### config.mk
export PLATFORM = sky130hd
export DESIGN_NAME = bus_slave_regfile
export DESIGN_NICKNAME = d
export VERILOG_FILES = /design/src/rtl/bus_slave_regfile.sv
export SDC_FILE = /design/constraint.sdc
export NUM_CORES = 1
export LEC_CHECK = 0
export BUFFER_PORTS_ARGS = -buffer_cell sky130_fd_sc_hd__buf_2
export CAP_MARGIN = 20
export CORE_ASPECT_RATIO = 0.8
export CORE_UTILIZATION = 36
export DETAILED_ROUTE_END_ITERATION = 8
export PLACE_DENSITY_LB_ADDON = 0.05
export SLEW_MARGIN = 20
export SYNTH_ARGS = -nofsm -noshare
export SYNTH_HDL_FRONTEND = slang
export SYNTH_SLANG_ARGS = --single-unit
export TNS_END_PERCENT = 20
### constraint.sdc
create_clock -name clk -period 3.2 [get_ports clk]
set_input_delay 0.16 -clock clk [delete_from_list [all_inputs] [get_ports clk]]
set_output_delay 0.16 -clock clk [all_outputs]
set_load 0.02 [all_outputs]
### src/rtl/bus_slave_regfile.sv
// Bus slave responder backed by a small word register file.
// An access starts with cs_ and as_ both low at a clock edge. The slave then inserts
// WAIT_CYCLES wait states and answers with a single-cycle, active-low rdy_ pulse.
// rd_data and rdy_ are registered, and they show an idle slave outside the answer cycle.
module bus_slave_regfile #(
    parameter int DATA_W      = 32,
    parameter int ADDR_W      = 30,
    parameter int REG_NUM     = 8,
    parameter int WAIT_CYCLES = 2
) (
    input  logic              clk,
    input  logic              reset,
    input  logic              cs_,
    input  logic              as_,
    input  logic              rw,
    input  logic [ADDR_W-1:0] addr,
    input  logic [DATA_W-1:0] wr_data,
    output logic [DATA_W-1:0] rd_data,
    output logic              rdy_
);

    localparam int          IDX_W     = $clog2(REG_NUM);
    localparam logic [3:0]  WAIT_INIT = 4'(WAIT_CYCLES);

    typedef enum logic [1:0] {
        ST_IDLE = 2'd0,
        ST_WAIT = 2'd1,
        ST_ACK  = 2'd2
    } state_t;

    state_t              state_r;
    state_t              state_next_s;
    logic [3:0]          cnt_r;
    logic [3:0]          cnt_next_s;
    logic                start_s;

    // Access attributes latched when the strobe is accepted.
    logic                rw_r;
    logic [ADDR_W-1:0]   addr_r;
    logic [DATA_W-1:0]   wr_data_r;

    // Attributes of the access in flight. With zero wait states the write commits
    // on the strobe edge itself, so the live bus inputs must be used there.
    logic                acc_rw_s;
    logic [ADDR_W-1:0]   acc_addr_s;
    logic [DATA_W-1:0]   acc_wr_data_s;
    logic                wr_en_s;

    logic [DATA_W-1:0]   regs_r [REG_NUM];
    logic [DATA_W-1:0]   rd_data_r;
    logic                rdy_r;

    // An address maps onto a register only when every bit above the index is clear.
    // Otherwise a read returns zero and a write is dropped.
    function automatic logic in_range(input logic [ADDR_W-1:0] a);
        return (a >> IDX_W) == {ADDR_W{1'b0}};
    endfunction

    // Next-state and wait-counter logic of the IDLE/WAIT/ACK handshake.
    always_comb begin
        state_next_s = state_r;
        cnt_next_s   = cnt_r;
        start_s      = 1'b0;
        case (state_r)
            ST_IDLE: begin
                if (!cs_ && !as_) begin
                    start_s = 1'b1;
                    if (WAIT_CYCLES == 0) begin
                        state_next_s = ST_ACK;
                        cnt_next_s   = 4'd0;
                    end else begin
                        state_next_s = ST_WAIT;
                        cnt_next_s   = WAIT_INIT;
                    end
                end else begin
                    state_next_s = ST_IDLE;
                end
            end
            ST_WAIT: begin
                if (cs_) begin
                    // The master gave up, so drop the access without a write or a rdy_.
                    state_next_s = ST_IDLE;
                    cnt_next_s   = 4'd0;
                end else if (cnt_r <= 4'd1) begin
                    state_next_s = ST_ACK;
                    cnt_next_s   = 4'd0;
                end else begin
                    cnt_next_s   = cnt_r - 4'd1;
                end
            end
            ST_ACK: begin
                state_next_s = ST_IDLE;
                cnt_next_s   = 4'd0;
            end
            default: begin
                state_next_s = ST_IDLE;
                cnt_next_s   = 4'd0;
            end
        endcase
    end

    // Choose the live inputs or the latched copy of the current access, and decide
    // whether the write commits on the edge that enters ACK.
    always_comb begin
        acc_rw_s      = rw_r;
        acc_addr_s    = addr_r;
        acc_wr_data_s = wr_data_r;
        if (start_s) begin
            acc_rw_s      = rw;
            acc_addr_s    = addr;
            acc_wr_data_s = wr_data;
        end else begin
            acc_rw_s      = rw_r;
            acc_addr_s    = addr_r;
            acc_wr_data_s = wr_data_r;
        end
        wr_en_s = (state_next_s == ST_ACK) && !acc_rw_s && in_range(acc_addr_s);
    end

    // State register, wait counter and latch for the accepted access.
    always_ff @(posedge clk) begin
        if (reset) begin
            state_r   <= ST_IDLE;
            cnt_r     <= 4'd0;
            rw_r      <= 1'b0;
            addr_r    <= {ADDR_W{1'b0}};
            wr_data_r <= {DATA_W{1'b0}};
        end else begin
            state_r <= state_next_s;
            cnt_r   <= cnt_next_s;
            if (start_s) begin
                rw_r      <= rw;
                addr_r    <= addr;
                wr_data_r <= wr_data;
            end else begin
                rw_r      <= rw_r;
                addr_r    <= addr_r;
                wr_data_r <= wr_data_r;
            end
        end
    end

    // Backing register file. A write commits as the access enters ACK.
    always_ff @(posedge clk) begin
        if (reset) begin
            for (int i = 0; i < REG_NUM; i++) begin
                regs_r[i] <= {DATA_W{1'b0}};
            end
        end else if (wr_en_s) begin
            regs_r[acc_addr_s[IDX_W-1:0]] <= acc_wr_data_s;
        end else begin
            regs_r <= regs_r;
        end
    end

    // Registered bus response: rdy_ pulses low for one cycle after ACK, and
    // read data is driven only in that cycle.
    always_ff @(posedge clk) begin
        if (reset) begin
            rdy_r     <= 1'b1;
            rd_data_r <= {DATA_W{1'b0}};
        end else if (state_r == ST_ACK) begin
            rdy_r <= 1'b0;
            if (rw_r && in_range(addr_r)) begin
                rd_data_r <= regs_r[addr_r[IDX_W-1:0]];
            end else begin
                rd_data_r <= {DATA_W{1'b0}};
            end
        end else begin
            rdy_r     <= 1'b1;
            rd_data_r <= {DATA_W{1'b0}};
        end
    end

    assign rdy_    = rdy_r;
    assign rd_data = rd_data_r;

endmodule

==> impl_metrics.env, run 1 <==
export IMPL_fin_nets=1568
export IMPL_setup_viol_count_final=0
export IMPL_syn_nets=1494
export IMPL_port_buffers=99
export IMPL_clock_skew_ns=0.0170
export IMPL_rr_startpoint="state_r[0]"
export IMPL_die_w_um=232
export IMPL_synth_top_area_cell="dfxtp_1"
export IMPL_ir_drop_uv=333
export IMPL_p_leak_nw=8.19
export IMPL_finalWeightedCongestion=0.735
export IMPL_ff2ff_path_depth=7
export IMPL_vias=10100
export IMPL_cp_start_kind="flop"
export IMPL_p_per_area_nw_per_um2=531
export IMPL_hold_path_depth=4
export IMPL_fmax_mhz=351
export IMPL_setup_slack_ns=0.354
export IMPL_synth_top_area_share_pct=47.2
export IMPL_overflow=0
export IMPL_crit_type="reg -> reg"
export IMPL_syn_area_um2=15200
export IMPL_grt_setup_unrepaired="false"
export IMPL_drive_gt1_share_pct=17.8
export IMPL_yosysSeqAreaShare_pct=47.2
export IMPL_start_util_pct=36.9
export IMPL_power_frac_seq_pct=47.6
export IMPL_cp_common_cell="buf_4"
export IMPL_p_int_mw=7.38
export IMPL_dr_pass1_iters=5
export IMPL_arrival_ns=3.25
export IMPL_root_buffer="clkbuf_16"
export IMPL_io_pins=100
export IMPL_p_total_mw=9.52
export IMPL_grt_pass1_vias=10000
export IMPL_drt_iter0_drc=480
export IMPL_min_period_ns=2.85
export IMPL_fin_util_pct=43.6
export IMPL_hold_path_class="in -> reg"
export IMPL_power_frac_comb_pct=5.2
export IMPL_finalHoldViolCount=0
export IMPL_antenna_left=0
export IMPL_htreeDepth=2
export IMPL_crit_chain="or4_2, or3_1, a2111oi_4, buf_4, o2111ai_4, buf_4, mux2i_1"
export IMPL_run_status="complete, no violations"
export IMPL_cts_setup_buffers=0
export IMPL_avgSynthCellArea_um2=10.6
export IMPL_cp_top_family="simple AND/OR/NAND/NOR gates"
export IMPL_worst_slew_pin_slew_ns=0.777
export IMPL_antenna_cells=0
export IMPL_dpl_cell_area_um2=16400
export IMPL_clk_path_buf_depth=3
export IMPL_cap_violations=0
export IMPL_core_um2=41100
export IMPL_cpPeakStageDelay_ns=0.68
export IMPL_ys_warn_count=0
export IMPL_r2r_end="regs_r[177]"
export IMPL_drt_wirelength_per_cell_um=17.9
export IMPL_drv_slew=0
export IMPL_slowest_stage="or4_2"
export IMPL_crit_end="regs_r[177]"
export IMPL_clk_pin_slew_ns=0.06
export IMPL_final_cell_mix="dfxtp_1 (355), mux2i_1 (289), nand2b_1 (256)"
export IMPL_dp_hpwl_um=22000
export IMPL_switching_share_pct=22.5
export IMPL_cts_sinks=358
export IMPL_avgViaCountPerCell=4.86
export IMPL_rrSetupSlack_ns=0.35
export IMPL_std_cell_rows=66
export IMPL_cts_tree="done"
export IMPL_place_ws_ns=0.361
export IMPL_yosys_top_cells_area="dfxtp_1 (47%), mux2i_1 (19%), nand2b_1 (11%), mux4_2 (9.5%), nand2_1 (3.3%)"
export IMPL_grt_max_degree=159
export IMPL_drc_errors=0
export IMPL_finalWirelength_um=37000
export IMPL_cts_buffers_inserted=40
export IMPL_period_share_pct=88.9
export IMPL_worst_path_buf_inv=2
export IMPL_numPlacedInstances=1971
export IMPL_synth_cell_type_count=29
export IMPL_grt_first_pass_wirelength_um=58800
export IMPL_crit_start="state_r[0]"
export IMPL_final_cells=2070
export IMPL_final_common_cell="dfxtp_1"
export IMPL_end_kind="flop"
export IMPL_p_clk_share_pct=47.2
export IMPL_cp_required_ns=3.60
export IMPL_synth_seq_cells=358
export IMPL_worst_path_max_fanout=23
export IMPL_hold_worst_slack_ns=0.0926
export IMPL_netlist_instances=1425
export IMPL_die_area_um2=43000
export IMPL_clock_latency_ns=0.54
export IMPL_globalRouteTotalUtil_pct=17.5
export IMPL_cp_depth=7
export IMPL_area_growth_pct=18.2
export IMPL_power_switching_mw=2.14
export IMPL_fin_area_um2=17900
export IMPL_hp_start="wr_data[7]"
export IMPL_setup_tns_final_ns=0
export IMPL_slew_headroom_pct=47.8
export IMPL_grt_antenna_before_repair=0
export IMPL_n_fill_cell=3897
export IMPL_die_y_um=186
## synthesized netlist by cell type
library cell,number
mux2i_1,289
inv_1,34
o21ai_0,3
nor2b_1,1
or3b_2,1
mux4_2,64
nand3b_1,4
or4_1,1
nor3_1,2
or4b_2,1
o211ai_1,1
o31ai_1,2
a21o_1,32
nand4_1,2
nand2b_1,256
a2111oi_4,1
nand3_1,4
buf_1,18
nor2_1,48
dfxtp_1,358
clkbuf_1,111
or3_1,3
nand2_1,132
o2111ai_1,8
ha_1,2
nor3b_1,2
nor4_1,12
a21oi_1,32
a211oi_1,1
## power groups by stage
stage	Sequential, mW	Combinational [mW]	Clock [mW]
after CTS	4.53	0.506	4.66
after detailed placement	4.63	0.476	0
after global placement	4.63	0.477	0
after global routing	4.53	0.544	4.84
after floorplan	4.61	0.317	0
final	4.53	0.497	4.49
## sequential cells by signal (all words and copies together), names as in the netlist
name / cells
addr_r: 30
rd_data: 32
state_r: 2
rdy_: 1
wr_data_r: 32
rw_r: 1
cnt_r: 4
regs_r: 256
## final cells by class
cell class	instances	area, µm²	share of cell area [%]
flip-flops and latches	358	7180	40.0
repair buffers	161	1120	6.23
clock buffers	65	1260	7.00
well taps	544	681	3.79
clock inverters	4	27.5	0.153
multi-input cells	904	7550	42.1
inverters	34	128	0.712
## worst min path at each step
stage | slack [ns] | end
after floorplan | 0.29 | rdy_
after global placement | 0.42 | addr_r[20]
after detailed placement | 0.42 | addr_r[11]
after CTS | 0.08 | wr_data_r[7]
after global routing | 0.11 | wr_data_r[5]
final | 0.09 | wr_data_r[7]
## cell families after synthesis
| kind of cell | synth area share (%) |
|---|---|
| buf+inv | 4.03 |
| compound gates | 3.58 |
| flops | 47.2 |
| mux | 28.6 |
| simple gates | 16.4 |
| fa+ha+maj | 0.165 |
## tightest hold or removal path, delay by kind of cell
family	cells	cell delay [ns]
AOI/OAI and AO/OA	1	0.25
buffers and inverters	2	0.16
and+or+nand+nor	1	0.04
## timing repair
item | 4_1_cts | 5_1_grt
hold buffers | 30 | 0
endpoints found under the hold margin | 30 | 0
resized for setup | 0 | 0
## routing by layer
layer  share of wire, %  vias up  GRT usage, %
li1                   -     4982             -
met1                 52     4898          25.2
met2                 44      130          27.0
met3                3.1       44          2.86
met4                1.8        0          4.29
met5                  0        -             0
Power figures use the tool's default switching activity.
==> run 2: changes to the inputs <==
--- a/config.mk
+++ b/config.mk
@@ -5,8 +5,8 @@
 export SDC_FILE = /design/constraint.sdc
 export NUM_CORES = 1
 export LEC_CHECK = 0
-export BUFFER_PORTS_ARGS = -buffer_cell sky130_fd_sc_hd__buf_2
-export CAP_MARGIN = 20
+export BUFFER_PORTS_ARGS = -buffer_cell sky130_fd_sc_hd__buf_4
+export CAP_MARGIN = 10
 export CORE_ASPECT_RATIO = 0.8
 export CORE_UTILIZATION = 36
 export DETAILED_ROUTE_END_ITERATION = 8
==> impl_metrics.env, run 2 (same netlist as run 1, synthesis figures left out) <==
export IMPL_run_status="complete, no violations"
export IMPL_grt_setup_unrepaired="false"
export IMPL_drc_errors=0
export IMPL_finalHoldViolCount=0
export IMPL_clock_skew_ns=0.0105
export IMPL_largest_reg_flops=256
export IMPL_hold_path_class="in -> reg"
export IMPL_cts_resized=0
export IMPL_finalWirelength_um=37900
export IMPL_drt_wirelength_per_cell_um=18.3
export IMPL_grt_max_degree=230
export IMPL_ff2ff_path_depth=7
export IMPL_drive_gt1_share_pct=17.9
export IMPL_clk_pin_slew_ns=0.06
export IMPL_ir_drop_uv=298
export IMPL_arrival_ns=3.31
export IMPL_hold_path_depth=4
export IMPL_cts_setup_buffers=0
export IMPL_power_switching_mw=2.12
export IMPL_cap_violations=0
export IMPL_slowest_stage="or4_2"
export IMPL_antenna_cells=0
export IMPL_setup_viol_count_final=0
export IMPL_cts_sinks=358
export IMPL_p_clk_share_pct=47.2
export IMPL_final_common_cell="dfxtp_1"
export IMPL_clock_latency_ns=0.53
export IMPL_dp_hpwl_um=21900
export IMPL_slew_headroom_pct=37.9
export IMPL_root_buffer="clkbuf_16"
export IMPL_setup_tns_final_ns=0
export IMPL_crit_type="reg -> reg"
export IMPL_final_cell_mix="dfxtp_1 (355), mux2i_1 (289), nand2b_1 (256)"
export IMPL_start_util_pct=36.9
export IMPL_vias=10000
export IMPL_min_period_ns=2.91
export IMPL_crit_chain="or4_2, or3_1, a2111oi_4, buf_12, o2111ai_4, buf_12, mux2i_1"
export IMPL_fin_nets=1571
export IMPL_period_share_pct=90.9
export IMPL_fmax_mhz=344
export IMPL_grt_first_pass_wirelength_um=60400
export IMPL_area_growth_pct=20.3
export IMPL_end_kind="flop"
export IMPL_die_y_um=186
export IMPL_rrSetupSlack_ns=0.29
export IMPL_overflow=0
export IMPL_io_pins=100
export IMPL_top_register="regs_r"
export IMPL_port_buffers=99
export IMPL_htreeDepth=2
export IMPL_drt_iter0_drc=616
export IMPL_antenna_left=0
export IMPL_p_per_area_nw_per_um2=525
export IMPL_power_frac_comb_pct=5.5
export IMPL_finalWeightedCongestion=0.730
export IMPL_r2r_end="regs_r[101]"
export IMPL_cts_buffers_inserted=39
export IMPL_cp_top_family="simple AND/OR/NAND/NOR gates"
export IMPL_worst_path_buf_inv=2
export IMPL_dr_pass1_iters=5
export IMPL_clk_path_buf_depth=3
export IMPL_cpPeakStageDelay_ns=0.73
export IMPL_std_cell_rows=66
export IMPL_grt_antenna_before_repair=0
export IMPL_worst_slew_pin_slew_ns=0.932
export IMPL_grt_pass1_vias=10200
export IMPL_die_w_um=232
export IMPL_place_ws_ns=0.298
export IMPL_dpl_cell_area_um2=16700
export IMPL_cp_common_cell="buf_12"
export IMPL_die_area_um2=43000
export IMPL_cp_required_ns=3.60
export IMPL_p_leak_nw=8.28
export IMPL_switching_share_pct=22.2
export IMPL_avgViaCountPerCell=4.85
export IMPL_p_int_mw=7.46
export IMPL_hold_buffers=31
export IMPL_hp_start="addr[1]"
export IMPL_cp_start_kind="flop"
export IMPL_globalRouteTotalUtil_pct=18.1
export IMPL_fin_area_um2=18200
export IMPL_setup_slack_ns=0.291
export IMPL_worst_path_max_fanout=15
export IMPL_drv_slew=0
export IMPL_hold_end="addr_r[1]"
export IMPL_rr_startpoint="state_r[0]"
export IMPL_cts_tree="done"
export IMPL_core_um2=41100
export IMPL_fin_util_pct=44.4
export IMPL_power_frac_seq_pct=47.3
==> run 2: area by class of cell <==
cell class | instances | area (µm²)
Clock buffer | 60 | 1200
Clock inverter | 6 | 80.1
Fill cell | 3890 | 22900
Inverter | 34 | 128
Multi-Input combinational cell | 904 | 7550
Sequential cell | 358 | 7180
Tap cell | 544 | 681
Timing Repair Buffer | 165 | 1430
==> run 2: power by group through the flow <==
stage	registers, mW	clock network [mW]	logic, mW
floorplan	4.61	0	0.317
global placement	4.63	0	0.505
detailed placement	4.63	0	0.504
CTS	4.53	4.67	0.537
global route	4.53	4.87	0.575
finish	4.53	4.52	0.528
==> run 2: worst register-to-register path: cells and delay by family (launching register included) <==
family                 cells  cell delay [ns]
AND/OR/NAND/NOR            2             1.11
buffers and inverters      2             0.48
multiplexers               1             0.16
flip-flops                 1             0.34
AO/OA/AOI/OAI              2             0.70
==> run 2: per-stage QoR <==
step,instances,hold slack (ns),power [mW]
5_1_grt,2071,0.0911,9.98
6_report,2071,0.0880,9.58
3_5_place_dp,1974,0.423,5.13
4_1_cts,2071,0.0740,9.74
2_1_floorplan,1425,0.285,4.92
3_3_place_gp,1974,0.425,5.13
==> run 2: worst max path at each step <==
stage,start,endpoint,slack [ns],cells past startpoint
2_1_floorplan,state_r[0],regs_r[100],0.40,7
3_3_place_gp,state_r[0],regs_r[104],0.30,7
3_5_place_dp,state_r[0],regs_r[101],0.30,7
4_1_cts,state_r[0],regs_r[101],0.27,7
5_1_grt,state_r[0],regs_r[104],0.18,7
6_report,state_r[0],regs_r[101],0.29,7
==> run 2: routing by layer <==
layer  share of wire [%]  global-route usage, %
met1                  51                   25.6
met2                  44                   28.7
met5                   0                      0
met3                 2.9                   2.62
met4                 1.9                   4.53
==> run 3: changes to the inputs <==
--- a/config.mk
+++ b/config.mk
@@ -10,7 +10,7 @@
 export CORE_ASPECT_RATIO = 0.8
 export CORE_UTILIZATION = 36
 export DETAILED_ROUTE_END_ITERATION = 8
-export PLACE_DENSITY_LB_ADDON = 0.05
+export PLACE_DENSITY_LB_ADDON = 0.08
 export SLEW_MARGIN = 20
 export SYNTH_ARGS = -nofsm -noshare
 export SYNTH_HDL_FRONTEND = slang
==> impl_metrics.env, run 3 (same netlist as run 1, synthesis figures left out) <==
export IMPL_run_status="complete, no violations"
export IMPL_grt_max_degree=170
export IMPL_period_share_pct=91.6
export IMPL_die_w_um=232
export IMPL_slew_headroom_pct=47.2
export IMPL_rrSetupSlack_ns=0.27
export IMPL_final_cell_mix="dfxtp_1 (355), mux2i_1 (289), nand2b_1 (256)"
export IMPL_io_pins=100
export IMPL_hold_end="addr_r[1]"
export IMPL_grt_pass1_vias=10400
export IMPL_clk_pin_slew_ns=0.06
export IMPL_fin_area_um2=18200
export IMPL_port_buffers=99
export IMPL_vias=10100
export IMPL_crit_start="state_r[0]"
export IMPL_area_growth_pct=19.8
export IMPL_clock_latency_ns=0.53
export IMPL_finalHoldViolCount=0
export IMPL_antenna_left=0
export IMPL_std_cell_rows=66
export IMPL_cts_setup_buffers=0
export IMPL_die_area_um2=43000
export IMPL_rr_startpoint="state_r[0]"
export IMPL_dr_pass1_iters=4
export IMPL_hold_path_class="in -> reg"
export IMPL_cap_violations=0
export IMPL_setup_viol_count_final=0
export IMPL_p_leak_nw=8.25
export IMPL_drt_iter0_drc=562
export IMPL_start_util_pct=36.9
export IMPL_globalRouteTotalUtil_pct=18.0
export IMPL_min_period_ns=2.93
export IMPL_root_buffer="clkbuf_16"
export IMPL_fmax_mhz=341
export IMPL_antenna_cells=0
export IMPL_cts_sinks=358
export IMPL_clock_skew_ns=0.0238
export IMPL_worst_slew_pin_slew_ns=0.791
export IMPL_grt_setup_unrepaired="false"
export IMPL_drt_wirelength_per_cell_um=18.2
export IMPL_dp_hpwl_um=22300
export IMPL_p_per_area_nw_per_um2=519
export IMPL_cp_start_kind="flop"
export IMPL_drc_errors=0
export IMPL_cp_required_ns=3.59
export IMPL_hold_path_depth=4
export IMPL_die_y_um=186
export IMPL_avgViaCountPerCell=4.87
export IMPL_fin_nets=1573
export IMPL_arrival_ns=3.33
export IMPL_cts_tree="done"
export IMPL_grt_first_pass_wirelength_um=60400
export IMPL_htreeDepth=2
export IMPL_worst_path_max_fanout=17
export IMPL_finalWeightedCongestion=0.739
export IMPL_core_um2=41100
export IMPL_ir_drop_uv=341
export IMPL_largest_reg_flops=256
export IMPL_dpl_cell_area_um2=16600
export IMPL_setup_tns_final_ns=0
export IMPL_top_register="regs_r"
export IMPL_overflow=0
export IMPL_crit_type="reg -> reg"
export IMPL_clk_path_buf_depth=3
export IMPL_ff2ff_path_depth=8
export IMPL_hp_start="addr[1]"
export IMPL_drive_gt1_share_pct=17.7
export IMPL_r2r_end="regs_r[88]"
export IMPL_end_kind="flop"
export IMPL_finalWirelength_um=37700
export IMPL_drv_slew=0
export IMPL_grt_antenna_before_repair=0
export IMPL_final_common_cell="dfxtp_1"
export IMPL_cts_buffers_inserted=40
==> run 3: changes by cell type in the layout (fill, tap and decap cells not counted), sizes merged <==
cell / previous run / this run
buf: 134 / 135
bufinv: 2 / 1
clkbuf: 60 / 59
clkinv: 4 / 5
inv: 34 / 35
==> run 3: worst max path at each step <==
stage,endpoint,slack [ns],cells past startpoint
floorplan,regs_r[100],0.40,7
global placement,regs_r[87],0.31,8
detailed placement,regs_r[88],0.28,8
CTS,regs_r[88],0.25,8
global route,regs_r[69],0.16,8
finish,regs_r[88],0.27,8
==> run 3: per-stage QoR <==
| stage | power, mW | hold slack (ns) | cells | setup slack [ns] | utilization, % |
|---|---|---|---|---|---|
| after global placement | 5.13 | 0.419 | 1975 | 0.306 | 40.5 |
| after detailed placement | 5.13 | 0.426 | 1975 | 0.283 | 40.5 |
| after floorplan | 4.92 | 0.285 | 1425 | 0.403 | - |
| after CTS | 9.60 | 0.0563 | 2072 | 0.251 | 44.2 |
| final | 9.43 | 0.0801 | 2072 | 0.268 | 44.2 |
| after global routing | 9.81 | 0.0841 | 2072 | 0.162 | 44.2 |
==> run 3: power breakdown <==
part	leakage (nW)	switching, mW	total (mW)	internal, mW
registers	2.89	0.0312	4.53	4.50
clock network	0.602	1.81	4.38	2.56
logic	4.76	0.292	0.527	0.236
total	8.25	2.14	9.43	7.30
==> run 3: area by class of cell <==
| class | count | area, µm² |
|---|---|---|
| sequential | 358 | 7170 |
| timing repair buffer | 166 | 1430 |
| clock buffer | 59 | 1150 |
| multi-input combinational | 904 | 7550 |
| tap | 544 | 681 |
| clock inverter | 7 | 66.3 |
| inverter | 34 | 128 |
| fill | 3888 | 22900 |
==> run 3: repair_timing <==
item,in CTS,in global routing
endpoints found under the hold margin,32,0
resized for setup,0,0
hold buffers,31,0
==> run 3: worst max-delay path, stage by stage (launching register included) <==
cell and delay, ns:
dfxtp_1 0.34, or4_2 0.70, or3_1 0.38, a2111oi_4 0.35, buf_4 0.26, buf_4 0.18, o2111ai_4 0.13, buf_4 0.29
mux2i_1 0.16
==> run 3: metal layers <==
layer  vias to the layer above  part of all wire, %  track usage [%]
met5                         -                    0                0
met4                         0                  1.9             4.61
met1                      4927                   52             26.1
li1                       4980                    -                -
met3                        54                  2.9             2.76
met2                       122                   43             27.7
